File: config.mk
export PLATFORM = sky130hd
export DESIGN_NAME = uart_rx_param
export DESIGN_NICKNAME = d
export VERILOG_FILES = /design/src/rtl/uart_rx_param.sv
export SDC_FILE = /design/constraint.sdc
export NUM_CORES = 1
export LEC_CHECK = 0
export CAP_MARGIN = 15
export CORE_MARGIN = 1
export CORE_UTILIZATION = 35
export CTS_CLUSTER_SIZE = 28
export DETAILED_ROUTE_END_ITERATION = 6
export PLACE_DENSITY = 0.52
export RECOVER_POWER = 100
export SETUP_SLACK_MARGIN = 0.02
export SLEW_MARGIN = 20
export SYNTH_ARGS = -nofsm -noshare
export SYNTH_HDL_FRONTEND = slang
export SYNTH_SLANG_ARGS = --single-unit
File: constraint.sdc
create_clock -name clk -period 3.15 [get_ports clk]
set_input_delay 0.4725 -clock clk [delete_from_list [all_inputs] [get_ports clk]]
set_output_delay 0.4725 -clock clk [all_outputs]
set_load 0.005 [all_outputs]
File: src/rtl/uart_rx_param.sv
// Oversampling UART receiver with configurable width, parity and stop bits.
// Samples each bit at mid-bit; reports framing/parity errors with data_valid.
module uart_rx_param #(
  parameter int CLKS_PER_BIT = 16,
  parameter int DATA_BITS    = 8,
  parameter int PARITY_EN    = 0,
  parameter int PARITY_ODD   = 0,
  parameter int STOP_BITS    = 1
) (
  input  logic                 clk,
  input  logic                 reset,
  input  logic                 en,
  input  logic                 rx_in,
  output logic [DATA_BITS-1:0] data_out,
  output logic                 data_valid,
  output logic                 busy,
  output logic                 frame_err,
  output logic                 parity_err
);

  localparam int              CW         = $clog2(CLKS_PER_BIT);
  localparam logic [CW-1:0]   CNT_HALF   = CW'(CLKS_PER_BIT / 2 - 1);
  localparam logic [CW-1:0]   CNT_LAST   = CW'(CLKS_PER_BIT - 1);
  localparam logic [3:0]      DATA_LAST  = 4'(DATA_BITS - 1);
  localparam logic [3:0]      STOP_LAST  = 4'(STOP_BITS - 1);
  localparam logic            ODD        = 1'(PARITY_ODD);
  localparam logic            HAS_PARITY = (PARITY_EN != 0);

  typedef enum logic [2:0] {IDLE, START, DATA, PARITY, STOP, BREAK} state_t;

  state_t               state;
  logic [CW-1:0]        ccnt;
  logic [3:0]           bcnt;
  logic [DATA_BITS-1:0] shreg;
  logic                 fbad;
  logic                 par_bad;
  logic                 sync1;
  logic                 rx_s;

  // Two-flop synchroniser; idles high so reset never looks like a start bit.
  always_ff @(posedge clk) begin
    if (reset) begin
      sync1 <= 1'b1;
      rx_s  <= 1'b1;
    end else begin
      sync1 <= rx_in;
      rx_s  <= sync1;
    end
  end

  always_ff @(posedge clk) begin
    data_valid <= 1'b0;
    if (reset) begin
      state      <= IDLE;
      ccnt       <= '0;
      bcnt       <= '0;
      shreg      <= '0;
      fbad       <= 1'b0;
      par_bad    <= 1'b0;
      busy       <= 1'b0;
      data_out   <= '0;
      frame_err  <= 1'b0;
      parity_err <= 1'b0;
    end else if (!en) begin
      state <= IDLE;
      ccnt  <= '0;
      bcnt  <= '0;
      busy  <= 1'b0;
    end else begin
      case (state)
        IDLE: begin
          busy <= 1'b0;
          ccnt <= '0;
          bcnt <= '0;
          if (!rx_s) begin
            state   <= START;
            busy    <= 1'b1;
            fbad    <= 1'b0;
            par_bad <= 1'b0;
          end
        end
        // A start bit that is high again at mid-bit was only a glitch.
        START: begin
          if (ccnt == CNT_HALF) begin
            ccnt <= '0;
            if (rx_s) begin
              state <= IDLE;
              busy  <= 1'b0;
            end else begin
              state <= DATA;
              bcnt  <= '0;
            end
          end else begin
            ccnt <= ccnt + 1'b1;
          end
        end
        DATA: begin
          if (ccnt == CNT_LAST) begin
            ccnt  <= '0;
            shreg <= {rx_s, shreg[DATA_BITS-1:1]};
            if (bcnt == DATA_LAST) begin
              bcnt  <= '0;
              state <= HAS_PARITY ? PARITY : STOP;
            end else begin
              bcnt <= bcnt + 1'b1;
            end
          end else begin
            ccnt <= ccnt + 1'b1;
          end
        end
        PARITY: begin
          if (ccnt == CNT_LAST) begin
            ccnt    <= '0;
            par_bad <= ((^shreg) ^ rx_s) != ODD;
            state   <= STOP;
          end else begin
            ccnt <= ccnt + 1'b1;
          end
        end
        // The frame is delivered on the edge after the last stop sample, so the
        // receiver is already back in IDLE for a zero-gap next start bit.
        STOP: begin
          if (ccnt == CNT_LAST) begin
            ccnt <= '0;
            if (bcnt == STOP_LAST) begin
              bcnt       <= '0;
              data_valid <= 1'b1;
              data_out   <= shreg;
              frame_err  <= fbad | ~rx_s;
              parity_err <= par_bad;
              busy       <= 1'b0;
              state      <= (fbad | ~rx_s) ? BREAK : IDLE;
            end else begin
              bcnt <= bcnt + 1'b1;
              fbad <= fbad | ~rx_s;
            end
          end else begin
            ccnt <= ccnt + 1'b1;
          end
        end
        // A line held low after a bad frame is a break: report it once only.
        BREAK: begin
          busy <= 1'b0;
          ccnt <= '0;
          if (rx_s) state <= IDLE;
        end
        default: state <= IDLE;
      endcase
    end
  end

endmodule

==> out/qor.csv <==
metric;value;unit
largest cells by area after synthesis;dfxtp_1, mux2i_1, nor2_1;
setup bufs post-CTS;0;
Antenna Nets Post-Route;0;
placement row count;24;
areal power density over the cells;418;nW/µm²
Clock Skew;0.00502;ns
Clock Power Share;0.421;
register area share after synthesis;0.412;
WHS Path Cells;1;
critical-path cell list;ha_1 > and3_1 > nand2_1 > nor3_1 > mux2i_1 > nor2_1;
status;finished clean;
Setup crit end;shreg[5];
Sw Share;0.231;
ant diodes;0;
first-pass GRT wire length;6220;µm
Synth Instances;195;
vias per inst;5.27;
Core Util, Final;0.439;
worst endpoint data arrival time;2.71;ns
Post-synth EDFFs;0;
P_leak;0.000775;µW
Ys Warns;0;
Top-Level Pins;16;
Tightest Hold Check Type;reg -> reg;
Async S/R FF share, synth;0;
Setup crit end kind;register;
most frequent cells after synthesis;dfxtp_1, nor2_1, mux2i_1;
largest net degree at the start of global routing;24;
Layout area overhead;16.3;%
final hold vios;0;
Max Freq;391;MHz
CTS root buf;clkbuf_8;
fin. max-slew vios;0;
HPWL after detailed placement;2570;µm
total gr overflow;0;
top-count cell post-synth;dfxtp_1;
CTS sink cnt;35;
Rel. slew slack;0.0685;
Via Count;1385;
RR Endpoint;shreg[5];
layout cells sized above 1;0.0711;
Die Y;71.7;µm
Yosys top cell by area;dfxtp_1;
Slowest-stage cell, CP;nor3_1;
RSZ-0062 raised after global routing;false;
R2R cell count;6;
Fin Hold WS;0.429;ns
drt total wl;3660;µm
synthesized cell area;1700;µm²
die area;5140;µm²
worst slew pin tran;1.39;ns
Max Cap Viol;0;
WP data required;3.30;ns
Worst Path Max Fanout;8;
top-area cell type share of the netlist area;0.412;
worst setup path start;ccnt[0];
H-tree Lvls;2;
Fillers;465;
Logic pwr share;0.039;
Pwr Total;827;µW
CORE AREA;4500;µm²
CTS Buf Count;5;
initial antenna violation count;0;
drt drc;0;
Synth cell types;41;
setup_tns;0;ns
Yosys reg bits;35;
CP Class;reg -> reg;
fin nets;217;
Max VDD drop;0.000236;V
fin crit share;0.813;
syn_nets;202;
number of global-route vias before repair;1290;
final setup fails;0;
min Tclk post-route;2.56;ns
CTS tree;done;
Iteration-0 DRC Markers;73;
R2R Setup Slk;0.59;ns
Pint;636;µW
WL per Instance;13.9;µm
clock insertion delay at the later pin of the skew report;0.29;ns
Reg clk slew, reported paths;0.07;ns
Clock Tree Buf Depth;2;
pre-CTS setup slack;0.897;ns
CP peak stage delay;1.10;ns
IO buf count;15;
CTS Hold Bufs;0;
Initial Util;0.377;
first drt pass iteration count;4;
element type at the critical path start;register;
Most used DFF post-synth;dfxtp_1;
GPL Wtd Cong;0.835;
gr usage total;0.155;
syn_area_per_cell;8.71;µm²
post_cts resized;0;
sw power;191;µW
Worst R2R Start;ccnt[0];
Die Wd;71.7;µm
Seq pwr share;0.540;
PnR worst setup slack;0.589;ns
-- layout make-up --
type | instances | area, µm² | share of cell area
multi-input combinational | 145 | 925 | 0.468
sequential | 35 | 701 | 0.354
timing repair buffer | 18 | 169 | 0.0854
clock buffer | 6 | 82.6 | 0.0418
tap | 52 | 65.1 | 0.0329
inverter | 5 | 18.8 | 0.00949
clock inverter | 2 | 16.3 | 0.00823
-- cells by family (layout without fill, tap and decap cells) --
| family | Yosys count | count (layout) | share of synthesized area |
|---|---|---|---|
| compound gates | 37 | 37 | 0.140 |
| xor+xnor | 8 | 8 | 0.0412 |
| fa+ha+maj | 3 | 3 | 0.0221 |
| buf+inv | 15 | 31 | 0.0368 |
| flops | 35 | 35 | 0.412 |
| mux | 19 | 19 | 0.112 |
| simple gates | 78 | 78 | 0.236 |
-- flip-flops by register name, summed over array words and instances, names as in the netlist, 3 cells and up --
name	flops
data_out	8
shreg	8
bcnt	4
ccnt	4
state	3
-- power by group through the flow --
stage	sequential (µW)	clock [µW]	combinational (µW)
5_1_grt	447	380	36.6
4_1_cts	446	363	34.2
6_report	446	348	32.5
3_3_place_gp	457	0	34.0
2_1_floorplan	455	0	23.0
3_5_place_dp	457	0	34.1
-- worst min-delay path by stage --
stage | start | endpoint | slack, ns
2_1_floorplan | sync1 | rx_s | 0.39
3_3_place_gp | sync1 | rx_s | 0.41
3_5_place_dp | sync1 | rx_s | 0.40
4_1_cts | sync1 | rx_s | 0.43
5_1_grt | sync1 | rx_s | 0.47
6_report | sync1 | rx_s | 0.43
-- cell usage in the layout, fill, tap and decap left out, types with 2 or more instances in the layout --
cell             Yosys  routed
o21a_1               3       3
dfxtp_1             35      35
a21oi_1             12      12
a31oi_1              2       2
nor3_1               3       4
dlygate4sd3_1        0      13
or3_1                3       3
o31ai_1              4       4
nand4_1              3       3
ha_1                 3       3
nand3_1              9       9
nor2b_1              3       3
or2_2                2       2
o211ai_1             2       2
clkdlybuf4s50_1      0       2
mux2i_1             19      19
inv_1                5       5
nand2b_1             5       5
nand2_1             10      10
buf_4                0       2
clkbuf_8             0       6
xnor2_1              7       7
nor2_1              31      31
o21ai_0              6       6
-- per-layer routing --
layer,vias up,part of all wire,global-route usage
met1,631,0.52,0.223
li1,713,-,-
met2,34,0.42,0.218
met4,0,0.015,0.0523
met5,-,0,0
met3,7,0.054,0.0492
-- stage by stage --
step,cell area (µm²),std cells
after floorplan,1700,195
after global placement,1890,255
after detailed placement,1890,255
after CTS,1990,263
after global routing,1980,263
final,1980,263
-- critical path, delay by kind of cell, from the launching register on --
| kind | cells | cell delay [ns] |
|---|---|---|
| mux | 1 | 0.30 |
| simple gates | 4 | 1.53 |
| fa+ha+maj | 1 | 0.22 |
| flops | 1 | 0.38 |
Power figures use the tool's default switching activity.
